`src/rtl/zube_wb_arbiter.sv`:
```
// Two-master Wishbone classic arbiter: round-robin grant held for a whole
// bus cycle, with a per-access watchdog that forces termination.
module zube_wb_arbiter #(
    parameter int                  ADDR_WIDTH     = 32,
    parameter int                  DATA_WIDTH     = 32,
    parameter int                  TIMEOUT_CYCLES = 255,
    parameter logic [DATA_WIDTH-1:0] TIMEOUT_DATA = 32'hDEAD_BEEF
) (
    input  logic                    clk,
    input  logic                    reset,

    input  logic                    m0_cyc_in,
    input  logic                    m0_stb_in,
    input  logic                    m0_we_in,
    input  logic [DATA_WIDTH/8-1:0] m0_sel_in,
    input  logic [ADDR_WIDTH-1:0]   m0_addr_in,
    input  logic [DATA_WIDTH-1:0]   m0_data_in,
    output logic                    m0_ack_out,
    output logic [DATA_WIDTH-1:0]   m0_data_out,

    input  logic                    m1_cyc_in,
    input  logic                    m1_stb_in,
    input  logic                    m1_we_in,
    input  logic [DATA_WIDTH/8-1:0] m1_sel_in,
    input  logic [ADDR_WIDTH-1:0]   m1_addr_in,
    input  logic [DATA_WIDTH-1:0]   m1_data_in,
    output logic                    m1_ack_out,
    output logic [DATA_WIDTH-1:0]   m1_data_out,

    output logic                    s_cyc_out,
    output logic                    s_stb_out,
    output logic                    s_we_out,
    output logic [DATA_WIDTH/8-1:0] s_sel_out,
    output logic [ADDR_WIDTH-1:0]   s_addr_out,
    output logic [DATA_WIDTH-1:0]   s_data_out,
    input  logic                    s_ack_in,
    input  logic [DATA_WIDTH-1:0]   s_data_in,

    output logic [1:0]              grant_out,
    output logic                    timeout_out,
    input  logic                    timeout_clear_in
);

    localparam int CW = $clog2(TIMEOUT_CYCLES);
    localparam logic [CW-1:0] WD_LAST = CW'(TIMEOUT_CYCLES - 1);

    typedef enum logic [1:0] {
        IDLE = 2'd0,
        GNT0 = 2'd1,
        GNT1 = 2'd2
    } state_t;

    state_t          r_state;
    state_t          w_next;
    logic            r_last;
    logic [CW-1:0]   r_wd;
    logic            r_timeout;

    logic            w_req0;
    logic            w_req1;
    logic            w_g0;
    logic            w_g1;
    logic            w_cyc;
    logic            w_stb;
    logic            w_expire;
    logic            w_ack;
    logic [DATA_WIDTH-1:0] w_rdata;

    assign w_req0 = m0_cyc_in & m0_stb_in;
    assign w_req1 = m1_cyc_in & m1_stb_in;
    assign w_g0   = (r_state == GNT0);
    assign w_g1   = (r_state == GNT1);

    always_comb begin
        w_cyc      = 1'b0;
        w_stb      = 1'b0;
        s_we_out   = 1'b0;
        s_sel_out  = '0;
        s_addr_out = '0;
        s_data_out = '0;
        if (w_g0) begin
            w_cyc      = m0_cyc_in;
            w_stb      = m0_stb_in;
            s_we_out   = m0_we_in;
            s_sel_out  = m0_sel_in;
            s_addr_out = m0_addr_in;
            s_data_out = m0_data_in;
        end else if (w_g1) begin
            w_cyc      = m1_cyc_in;
            w_stb      = m1_stb_in;
            s_we_out   = m1_we_in;
            s_sel_out  = m1_sel_in;
            s_addr_out = m1_addr_in;
            s_data_out = m1_data_in;
        end
    end

    // A slave ack landing on the expiry cycle wins over the watchdog.
    assign w_expire = w_cyc & w_stb & ~s_ack_in & (r_wd == WD_LAST);
    assign w_ack    = s_ack_in | w_expire;
    assign w_rdata  = w_expire ? TIMEOUT_DATA : s_data_in;

    assign s_cyc_out   = w_cyc;
    assign s_stb_out   = w_stb & ~w_expire;
    assign m0_ack_out  = w_g0 & w_ack;
    assign m1_ack_out  = w_g1 & w_ack;
    assign m0_data_out = w_g0 ? w_rdata : '0;
    assign m1_data_out = w_g1 ? w_rdata : '0;
    assign grant_out   = {w_g1, w_g0};
    assign timeout_out = r_timeout;

    always_comb begin
        w_next = r_state;
        unique case (r_state)
            IDLE: begin
                if (w_req0 && w_req1) begin
                    w_next = r_last ? GNT0 : GNT1;
                end else if (w_req0) begin
                    w_next = GNT0;
                end else if (w_req1) begin
                    w_next = GNT1;
                end
            end
            GNT0: if (!m0_cyc_in) w_next = IDLE;
            GNT1: if (!m1_cyc_in) w_next = IDLE;
            default: w_next = IDLE;
        endcase
    end

    always_ff @(posedge clk or posedge reset) begin
        if (reset) begin
            r_state <= IDLE;
            r_last  <= 1'b1;
        end else begin
            r_state <= w_next;
            if (w_g0 && !m0_cyc_in) r_last <= 1'b0;
            if (w_g1 && !m1_cyc_in) r_last <= 1'b1;
        end
    end

    always_ff @(posedge clk or posedge reset) begin
        if (reset) begin
            r_wd <= '0;
        end else if (w_cyc && w_stb && !s_ack_in && !w_expire) begin
            r_wd <= r_wd + 1'b1;
        end else begin
            r_wd <= '0;
        end
    end

    always_ff @(posedge clk or posedge reset) begin
        if (reset) begin
            r_timeout <= 1'b0;
        end else if (w_expire) begin
            r_timeout <= 1'b1;
        end else if (timeout_clear_in) begin
            r_timeout <= 1'b0;
        end
    end

endmodule

```
`config.mk`:
```
export PLATFORM = sky130hd
export DESIGN_NAME = zube_wb_arbiter
export DESIGN_NICKNAME = d
export VERILOG_FILES = /design/src/rtl/zube_wb_arbiter.sv
export SDC_FILE = /design/constraint.sdc
export NUM_CORES = 1
export LEC_CHECK = 0
export CORE_AREA = 2 2 123 125
export CTS_CLUSTER_SIZE = 14
export DETAILED_ROUTE_END_ITERATION = 12
export DIE_AREA = 0 0 125 127
export HOLD_SLACK_MARGIN = 0.15
export SYNTH_ARGS = -nofsm -noshare
export SYNTH_HDL_FRONTEND = slang
export SYNTH_SLANG_ARGS = --single-unit
```
`constraint.sdc`:
```
create_clock -name clk -period 2.3 [get_ports clk]
set_input_delay 0.575 -clock clk [delete_from_list [all_inputs] [get_ports clk]]
set_output_delay 0.575 -clock clk [all_outputs]
set_load 0.05 [all_outputs]
```
-- Word-level counts from Yosys, hierarchy flattened
Cells that the tools add are included.
- flip-flop bits (word level): 12
- input port bits: 178
- output and inout bits: 140
- add/sub/neg operators: 1
- eq/ne operators: 6
- muxes and demuxes: 27
- bitwise logic cells: 11
- reductions and logical operators: 14
- operators with widths (cell ; count):
    $mux 32 ; 7
    $mux 2 ; 6
    $mux 1 ; 10
    $add 8x1->8 const B ; 1
    $and 1x1->1 ; 8
    $eq 8x8->1 const B ; 1
    $mux 4 ; 2
    $mux 8 ; 1
    $logic_and 1x1->1 ; 6
    $pmux 2 s3 ; 1
    $logic_not 1->1 ; 4
    $ne 2x2->1 const B ; 2
    $ne 4x4->1 const B ; 1
    $reduce_bool 2->1 ; 2
    $reduce_and 3->1 ; 1
    $eq 2x1->1 const B ; 1
    $eq 2x2->1 const B ; 1
    $logic_not 2->1 ; 1
    $not 1->1 ; 2
    $or 1x1->1 ; 1

-- Depth between registers and ports, before layout
Gate-level depths: netlist (run 1).
- depth after elaboration: 9
- depth in mapped cells: 7
- mapped depth without buffers: 5

-- Least setup slack after synthesis (run 1)
No wires, ideal clock.
- path kind: input to output
- start point: input port s_ack_in
- end point: output port m1_data_out[28]
- arrival time: 2.449 ns
- setup slack: -0.724 ns
- stages on the path: 5
- path through: nand4bb_4 > a22o_1 > buf_6 > buf_6 > o21ai_0
- word-level cells in the longest chain between the ends: 5
- ends and longest elaborated chain (item ; RTL line ; RTL):
    start: declaration ; 36 ; input logic s_ack_in,
    $not 1->1 ; 99 ; assign w_expire = w_cyc & w_stb & ~s_ack_in & (r_wd == WD_LAST);
    $and 1x1->1 (2 in a row) ; 99 ;
    $mux 32 ; 101 ; assign w_rdata = w_expire ? TIMEOUT_DATA : s_data_in;
    $mux 32 ; 108 ; assign m1_data_out = w_g1 ? w_rdata : '0;
    end: declaration ; 28 ; output logic [DATA_WIDTH-1:0] m1_data_out,
Every way passes these cells.

-- Worst setup path in the final report (run 1)
- start point: register r_state[0]
- end point: output port m0_data_out[9]
- word-level cells in the longest chain between the ends: 8
- elaborated cells between the ends (all ways): 11
- classes of those cells: 2 x eq/ne; 6 x mux; 3 x bitwise
- ends and longest elaborated chain (item ; RTL line ; RTL):
    start: declaration ; 53 ; state_t r_state;
    start signal: assignment ; 135 ; r_state <= w_next;
    $eq 2x2->1 ; 72 ; assign w_g1 = (r_state == GNT1);
    $mux 1 ; 88 ; end else if (w_g1) begin
    $mux 1 ; 81 ; if (w_g0) begin
    $and 1x1->1 (3 in a row) ; 99 ;
    $mux 32 ; 101 ;
    $mux 32 * ; 107 ; assign m0_data_out = w_g0 ? w_rdata : '0;
    end: declaration ; 19 ; output logic [DATA_WIDTH-1:0] m0_data_out,
Mark *: on every way between the ends. The rest lies on a longest branch, timed or not.

==> results.yml, run 1 <==
placement:
  place_area_mm2: 0.00735
  dpl.hpwl_mm: 15.3
  place_congestion: 0.959
  post-place-ws_ps: -487
  portBuffers: 317
  dp_cells: 807
die:
  die_h_um: 127
  dieArea_mm2: 0.0159
  rows: 44
  floorplan.initialDensity_pct: 14.8
  die_w_um: 125
  ios: 318
  core_mm2: 0.0144
layout:
  fillers: 1133
  instances_no_fill: 845
  stdcell_area_mm2: 0.00878
  diodes: 0
  area_growth_pct: 312
  final_net_count: 842
  drive_gt1_share_pct: 53.3
  utilization_pct: 60.9
pwr:
  combPwrFrac_pct: 83.6
  p_int_mw: 2.01
  pwr-share-clk_pct: 9.8
  ir_drop_v: 0.000199
  power_density_mw_per_mm2: 414
  p_leak_nw: 3.48
  p_sw_mw: 1.63
  seqPwrFrac_pct: 6.6
  p_sw_share_pct: 44.8
min_path:
  hold_path.class: "flop to flop"
  hold_depth: 1
cts:
  cts.sinks: 12
  cts_tree: "built"
  cts-root-buf: "clkbuf_16"
  clk_pin_slew_ps: 50
  htreeDepth: 1
  clockBufferDepth: 2
  hold_buffers: 0
  numCtsBuffers: 3
  worst_skew_pair.late_latency_ps: 240
outcome:
  violations: "negative setup slack"
  outcome: "finished with violations"
synth:
  synth.cells.most_frequent: "a22o_1, nand2_1, o21ai_0"
  synthFlopType: "dfrtp_1"
  synth.most_common_cell: "a22o_1"
  yosysTopAreaCell: "a22o_1"
  async_flop_share_pct: 100
  synth_edf_count: 0
  ys_seq_elements: 12
  seq_area_frac_synth_pct: 14.2
  synth.area.top_cells: "a22o_1, dfrtp_1, o21ai_0"
  synth_cell_type_count: 34
  yosys.area.top_type_share_pct: 29.6
  syn_inst: 313
  synth.avg_cell_area_um2: 6.81
  syn-cell-area_mm2: 0.00213
  syn_nets: 493
  ys_warn_count: 0
grt:
  overflow: 0
  grt_usage_pct: 23.1
  antenna_found_initial: 0
  grt_pass1_vias: 4233
  grt_max_degree: 39
  grt_pass1_wl_mm: 27.9
sta:
  max_clock_freq_mhz: 412
  finalSetupViolations: 100
  slew_violations: 0
  rsz0062_at_grt: "true"
  slew_headroom_pct: 66.8
  hold_violations: 0
  finClkSkew_ps: 2.00
  worstMarginPinSlew_ps: 497
  finalCritPeriodShare_pct: 106
  min_period_ps: 2430
  finalWorstSetupSlack_ps: -127
detailed_routing:
  avgRoutedWirePerCell_um: 24.3
  drtIter0Drc: 182
  vias: 4104
  wl_mm: 20.6
  detail_route.vias_per_cell: 4.86
  postRouteAntennaNets: 0
  dr.pass1.iters: 4
  drc: 0
critical_path:
  crit_chain: "nand4bb_4, a22o_4, buf_12, o21ai_2, buf_12"
  worst_ep_required_time_ps: 1730
  path_common_cell: "buf_12"
  criticalPathCategory: "flop to primary output"
  critPathLaunchType: "flop"
  end_kind: "primary output"
  crit_path_max_fanout: 18
  critical_path.max_stage_delay_ps: 460
  regToRegSetupSlack_ps: 670
  crit_arrival_ps: 1850
  r2r.worst_path.cells: 5
  crit_slowest_cell: "dfrtp_2"
flow_run:
  maxCapViolations: 0
## worst paths after layout
kind | from | to
worst max-delay path | r_state[0] | m0_data_out[9]
worst min-delay path | timeout_out | timeout_out
worst max register to register | r_state[0] | r_wd[1]
worst min register to register | timeout_out | timeout_out
max in group asynchronous | reset | r_state[0]
min in group asynchronous | reset | timeout_out
## critical path: cells and delay by family (launching register included)
family          cells  cell delay, ps
flops               1             460
compound gates      2             520
buf+inv             2             350
simple gates        1             260
## power groups by stage
stage               clock network, mW  registers [mW]  logic, mW
floorplan                           0           0.238       1.18
global placement                    0           0.243       2.62
detailed placement                  0           0.244       2.64
CTS                             0.366           0.240       2.85
global route                    0.375           0.242       3.12
finish                          0.357           0.241       3.04
## repair_timing
action	CTS	global route
cloned	5	9
endpoints found under the setup margin	129	130
gates resized for setup	110	48
pin swaps	14	7
buffers inserted	16	6
## final cells by class
cell class              count  area [um^2]  share of cell area [%]
flip-flops and latches     12          304                    3.46
clock buffers               4         88.8                    1.01
repair buffers            385         5350                    61.0
inverters                   4         15.0                   0.171
multi-input cells         256         2790                    31.7
well taps                 184          230                    2.62
## routing by layer
layer / part of all wire, % / GRT usage, % / routed length [um] / vias to the layer above
met5: 0 / 0 / 0 / -
met4: 3.5 / 6.86 / 722 / 0
met3: 5.4 / 4.02 / 1120 / 32
met2: 54 / 44.2 / 11200 / 191
met1: 37 / 26.2 / 7570 / 2016
li1: - / - / - / 1865
## cells by family after synthesis
| family | count (synthesis) | share of synthesized area, % |
|---|---|---|
| buffers and inverters | 45 | 10.8 |
| DFF | 12 | 14.2 |
| xor gates and xnor gates | 3 | 1.23 |
| adders and majority gates | 2 | 1.17 |
| AOI/OAI and AO/OA | 153 | 50.1 |
| and+or+nand+nor | 98 | 22.5 |
## cell usage in the layout, fill, tap and decap left out, types with 2 or more instances in the layout
cell,Yosys,routed
nand3_1,6,4
inv_1,4,4
clkdlybuf4s50_1,0,173
o21ai_4,0,40
clkdlybuf4s15_1,0,2
buf_12,0,134
a21oi_1,21,5
nor3_1,3,3
nor2_1,2,2
o21ai_2,0,10
a21oi_4,0,16
buf_8,0,3
nand4bb_4,2,2
xor2_1,2,2
dfrtp_2,0,2
nor3_2,2,2
a22o_4,0,54
clkbuf_16,0,8
clkdlybuf4s15_2,0,2
buf_4,2,28
buf_6,4,30
a22oi_2,1,2
dfrtp_1,11,9
nand2_1,70,70
a22o_1,72,18
nand3b_1,3,3
buf_16,0,5
o21ai_0,55,5
## through the flow
step           setup TNS (ps)  hold WS (ps)  total power [mW]
3_3_place_gp           -25460           481              2.87
2_1_floorplan           -6950           439              1.42
3_5_place_dp           -27470           499              2.88
5_1_grt                -13000           526              3.73
6_report                -7090           509              3.64
4_1_cts                 -5320           510              3.46
## sequential cells by signal, indices dropped and copies added (netlist names)
signal       count
r_last           1
r_state          2
timeout_out      1
r_wd             8
Power figures use the tool's default switching activity.
==> run 2: changes to the inputs <==
--- a/config.mk
+++ b/config.mk
@@ -5,10 +5,11 @@
 export SDC_FILE = /design/constraint.sdc
 export NUM_CORES = 1
 export LEC_CHECK = 0
-export CORE_AREA = 2 2 123 125
+export CORE_AREA = 2 2 125 127
 export CTS_CLUSTER_SIZE = 14
 export DETAILED_ROUTE_END_ITERATION = 12
-export DIE_AREA = 0 0 125 127
+export DIE_AREA = 0 0 127 129
+export DONT_BUFFER_PORTS = 1
 export HOLD_SLACK_MARGIN = 0.15
 export SYNTH_ARGS = -nofsm -noshare
 export SYNTH_HDL_FRONTEND = slang
==> run 2 against run 1 <==
Final area shrank 26%. Highest routed layer unchanged. Die area grew 3.2%. Critical endpoint is now s_addr_out[30]. Non-clock buffer count shrank 195. Sequential power is essentially flat. The run still ends with negative setup slack left. Flip-flop and latch count is the same. Via count shrank 18%. Worst setup slack lost 37 ps. Final cell count shrank 22%.
==> results.yml, run 2 (same netlist as run 1, synthesis figures left out) <==
outcome:
  outcome: "finished with violations"
  violations: "negative setup slack"
sta:
  worstMarginPinSlew_ps: 497
  rsz0062_at_grt: "true"
  slew_headroom_pct: 66.8
  min_period_ps: 2460
  finalSetupViolations: 124
  setup_tns_ps: -11170
  max_clock_freq_mhz: 406
  finalCritPeriodShare_pct: 107
  timing.hold.ws_ps: 247
  finClkSkew_ps: 2.09
  finalWorstSetupSlack_ps: -165
  hold_violations: 0
  slew_violations: 0
critical_path:
  end_kind: "primary output"
  crit_path_start: "r_state[0]"
  r2r-start: "r_state[0]"
  rr_endpoint: "r_wd[7]"
  crit_slowest_cell: "dfrtp_2"
  r2r.worst_path.cells: 5
  crit_arrival_ps: 1890
  regToRegSetupSlack_ps: 680
  crit_path_max_fanout: 14
  criticalPathCategory: "flop to primary output"
  path_common_cell: "buf_6"
  critical_path.max_stage_delay_ps: 450
  crit_chain: "buf_6, and2b_4, buf_6, clkbuf_16, a22o_1, buf_12"
  critPathLaunchType: "flop"
  worst_ep_required_time_ps: 1730
  critPathCapture: "s_addr_out[30]"
detailed_routing:
  avgRoutedWirePerCell_um: 26.2
  drtIter0Drc: 244
  wl_mm: 17.2
  postRouteAntennaNets: 0
  detail_route.vias_per_cell: 5.12
  dr.pass1.iters: 5
  vias: 3356
  drc: 0
flow_run:
  maxCapViolations: 0
die:
  ios: 318
  floorplan.initialDensity_pct: 14.2
  rows: 45
  core_mm2: 0.0150
  die_h_um: 129
  die_w_um: 127
  dieArea_mm2: 0.0164
grt:
  grt_max_degree: 58
  grt_usage_pct: 18.0
  overflow: 0
  grt_pass1_wl_mm: 22.0
  grt_pass1_vias: 3321
  antenna_found_initial: 1
pwr:
  p_sw_share_pct: 47.8
  pwr-share-clk_pct: 11.8
  power_density_mw_per_mm2: 468
  seqPwrFrac_pct: 7.9
  combPwrFrac_pct: 80.3
  p_sw_mw: 1.45
  p_leak_nw: 2.51
  ir_drop_v: 0.000290
  p_int_mw: 1.58
cts:
  hold_buffers: 0
  cts.sinks: 12
  cts_tree: "built"
  clockBufferDepth: 2
  clk_pin_slew_ps: 40
  numCtsBuffers: 3
  htreeDepth: 1
  cts-root-buf: "clkbuf_16"
  worst_skew_pair.late_latency_ps: 240
placement:
  place_area_mm2: 0.00531
  portBuffers: 0
  dpl.hpwl_mm: 12.5
  place_congestion: 0.875
layout:
  largest_register: "r_wd"
  largest_register_ffs: 8
  utilization_pct: 43.2
  largestRegisters: "r_wd (8), r_state (2)"
  layout_commonest_cell: "buf_12"
  area_growth_pct: 203
  stdcell_area_mm2: 0.00647
  drive_gt1_share_pct: 64.7
  final_net_count: 648
  final_cell_mix: "buf_12, nand2_1, a22o_1"
min_path:
  hold_path.class: "input pin to asynchronous set/reset pin"
## run 2: cell count changes in the layout (fill, tap and decap cells not counted), moves of 3 or more
| cell | previous run | this run |
|---|---|---|
| buf_4 | 28 | 22 |
| a22o_1 | 18 | 49 |
| a22o_4 | 54 | 24 |
| clkdlybuf4s50_1 | 173 | 0 |
| buf_6 | 30 | 33 |
| buf_12 | 134 | 120 |
## run 2: power groups by stage
stage | Sequential (mW) | Clock, mW | Combinational [mW]
after detailed placement | 0.241 | 0 | 2.18
final | 0.240 | 0.356 | 2.43
after floorplan | 0.238 | 0 | 1.18
after global placement | 0.240 | 0 | 2.16
after CTS | 0.239 | 0.361 | 2.34
after global routing | 0.241 | 0.371 | 2.49
## run 2: metrics by stage
stage          cells  setup WS, ps  total power [mW]
6_report         656          -165              3.02
5_1_grt          656          -198              3.11
4_1_cts          650          -123              2.94
3_5_place_dp     624         -32.7              2.42
3_3_place_gp     624          27.8              2.40
2_1_floorplan    313          -186              1.42
## run 2: critical path: cells and delay by family (launching register included)
kind	cells	cell delay [ps]
DFF	1	450
buffers and inverters	4	650
AOI/OAI and AO/OA	1	210
and+or+nand+nor	1	320
## run 2: timing repair
action,CTS,global route
resized for setup,84,37
endpoints found under the setup margin,137,137
pin swaps,29,16
gates cloned,7,4
hold endpoints to repair,0,0
buffers inserted,15,1
## run 2: routing by layer
layer  track usage, %  share of wire [%]  up-vias  wire (um)
met5                0                  0        -          0
met4             5.04                2.6        0        451
met3             4.37                6.4       24       1100
met2             32.6                 53      169       9090
met1             21.3                 38     1685       6530
li1                 -                  -     1478          -
## run 2: layout make-up
type	count	area [um^2]
Sequential cell	12	304
Fill cell	1323	8510
Multi-Input combinational cell	257	2540
Tap cell	188	235
Clock buffer	4	88.8
Antenna cell	1	2.50
Timing Repair Buffer	190	3280
Inverter	4	15.0
## run 2: worst min path at each step
stage,to,cells after the start,start
floorplan,r_state[0],1,reset
detailed placement,r_last,2,r_last
finish,r_wd[5],1,reset
global route,r_wd[7],1,reset
CTS,r_wd[5],1,reset
global placement,timeout_out,1,reset
==> run 3: changes to the inputs <==
--- a/config.mk
+++ b/config.mk
@@ -5,12 +5,15 @@
 export SDC_FILE = /design/constraint.sdc
 export NUM_CORES = 1
 export LEC_CHECK = 0
+export CELL_PAD_IN_SITES_DETAIL_PLACEMENT = 2
+export CELL_PAD_IN_SITES_GLOBAL_PLACEMENT = 2
 export CORE_AREA = 2 2 125 127
 export CTS_CLUSTER_SIZE = 14
 export DETAILED_ROUTE_END_ITERATION = 12
 export DIE_AREA = 0 0 127 129
 export DONT_BUFFER_PORTS = 1
 export HOLD_SLACK_MARGIN = 0.15
+export PLACE_DENSITY_LB_ADDON = 0.1
 export SYNTH_ARGS = -nofsm -noshare
 export SYNTH_HDL_FRONTEND = slang
 export SYNTH_SLANG_ARGS = --single-unit
==> run 3 against run 2 <==
The flow still finishes with violations (negative setup slack). Final area up 7.0%. Largest power group unchanged. Critical path type unchanged. Core utilization up 3.0 points. Register-to-register slack better by 60 ps. Clock power down 6.2%.
==> results.yml, run 3 (same netlist as run 1, synthesis figures left out) <==
outcome:
  outcome: "finished with violations"
  violations: "negative setup slack"
grt:
  grt_usage_pct: 19.6
  grt_max_degree: 50
  overflow: 0
  grt_pass1_wl_mm: 24.1
  grt_pass1_vias: 3712
  antenna_found_initial: 1
sta:
  rsz0062_at_grt: "true"
  min_period_ps: 2440
  slew_headroom_pct: 62.6
  worstMarginPinSlew_ps: 560
  slew_violations: 0
  finClkSkew_ps: 3.32
  finalWorstSetupSlack_ps: -142
  hold_violations: 0
  finalSetupViolations: 115
  finalCritPeriodShare_pct: 106
  max_clock_freq_mhz: 410
min_path:
  hold_path.class: "input pin to asynchronous set/reset pin"
pwr:
  p_sw_mw: 1.51
  p_leak_nw: 2.77
  ir_drop_v: 0.000234
  power_density_mw_per_mm2: 465
  pwr-share-clk_pct: 10.4
  combPwrFrac_pct: 82.1
  p_sw_share_pct: 47.0
  finalPower_mw: 3.22
  p_int_mw: 1.71
  seqPwrFrac_pct: 7.5
cts:
  numCtsBuffers: 3
  htreeDepth: 1
  cts-root-buf: "clkbuf_16"
  clockBufferDepth: 2
  cts_tree: "built"
  worst_skew_pair.late_latency_ps: 250
  cts.sinks: 12
  clk_pin_slew_ps: 50
  hold_buffers: 0
critical_path:
  end_kind: "primary output"
  worst_ep_required_time_ps: 1730
  critPathLaunchType: "flop"
  crit_arrival_ps: 1870
  cp_num_buf_inv: 5
  crit_chain: "buf_4, nor2b_4, buf_12, buf_12, clkbuf_16, a22o_4, buf_12"
  cp_top_family: "buffers and inverters"
  crit_slowest_cell: "dfrtp_2"
  crit_path_max_fanout: 8
  critical_path.max_stage_delay_ps: 430
  criticalPathCategory: "flop to primary output"
  path_common_cell: "buf_12"
layout:
  seqCellArea_um2: 304
  largest_register_ffs: 8
  layout_commonest_cell: "buf_12"
  largestRegisters: "r_wd (8), r_state (2)"
  multi_input_area_mm2: 0.00272
  area_growth_pct: 225
  drive_gt1_share_pct: 72.0
  fillers: 1424
  final_net_count: 653
  final_cell_mix: "buf_12, nand2_1, a22o_4"
  largest_register: "r_wd"
die:
  ios: 318
  die_h_um: 129
  die_w_um: 127
  dieArea_mm2: 0.0164
  core_mm2: 0.0150
  rows: 45
  floorplan.initialDensity_pct: 14.2
placement:
  post-place-ws_ps: 9.91
  portBuffers: 0
  place_congestion: 0.812
  dpl.hpwl_mm: 13.0
detailed_routing:
  avgRoutedWirePerCell_um: 29.0
  drc: 0
  detail_route.vias_per_cell: 5.10
  vias: 3373
  wl_mm: 19.2
  postRouteAntennaNets: 0
  drtIter0Drc: 99
  dr.pass1.iters: 4
flow_run:
  maxCapViolations: 0
==> run 3: cell count changes in the layout (fill, tap and decap cells not counted), moves of 7 or more <==
cell     before  now
a22o_1       49   16
a22o_4       24   56
o21ai_2       9   16
o21ai_4      41   34
==> run 3: worst reg2reg max path, stage by stage, from the launching register on <==
cell,delay (ps)
dfrtp_2,440
buf_12,130
nand4bb_4,120
buf_6,140
a22oi_2,190
buf_6,170
buf_16,160
a22o_1,140
==> run 3: layout make-up <==
type | count | area share (%)
flip-flops and latches | 12 | 4.39
repair buffers | 196 | 51.5
multi-input cells | 256 | 39.3
well taps | 188 | 3.40
diodes | 1 | 0.0362
inverters | 4 | 0.217
clock buffers | 4 | 1.14
==> run 3: power by group through the flow <==
stage	Combinational [mW]	Clock, mW	Sequential [mW]
finish	2.64	0.334	0.242
global route	2.71	0.348	0.244
CTS	2.44	0.343	0.242
detailed placement	2.22	0	0.245
global placement	2.19	0	0.244
floorplan	1.18	0	0.238
==> run 3: routing by layer <==
metal  up-vias  track usage [%]  part of all wire [%]
met4         0             4.85                   2.7
met3        29             4.37                   6.7
li1       1489                -                     -
met1      1670             18.9                    32
met2       185             41.4                    58
met5         -                0                     0
==> run 3: repair_timing <==
item | in CTS | in global routing
hold endpoints to repair | 0 | 0
gates cloned | 7 | 13
buffers inserted | 7 | 6
endpoints found under the setup margin | 137 | 137
pin swaps | 47 | 22
resized for setup | 86 | 58
==> run 3: worst paths after layout <==
| path | start | to | slack, ps | cells past startpoint |
|---|---|---|---|---|
| max | r_state[0] | s_addr_out[13] | -140 | 7 |
| min | reset | r_wd[1] | 270 | 1 |
| max reg2reg | r_state[1] | timeout_out | 740 | 7 |
| min reg2reg | r_last | r_last | 530 | 2 |
| max in group asynchronous | reset | r_state[0] | 1630 | 1 |
| min in group clk | m0_cyc_in | r_state[0] | 450 | 2 |
==> run 3: through the flow <==
| step | utilization (%) | hold slack (ps) | instances | cell area, um^2 | setup TNS (ps) |
|---|---|---|---|---|---|
| after detailed placement | 35.7 | 517 | 623 | 5350 | 0 |
| after CTS | 41.5 | 285 | 641 | 6220 | -10160 |
| after floorplan | - | 439 | 313 | 2570 | -6950 |
| after global routing | 46.2 | 307 | 661 | 6920 | -16850 |
| final | 46.2 | 270 | 661 | 6920 | -9600 |
| after global placement | 35.7 | 489 | 623 | 5350 | 0 |
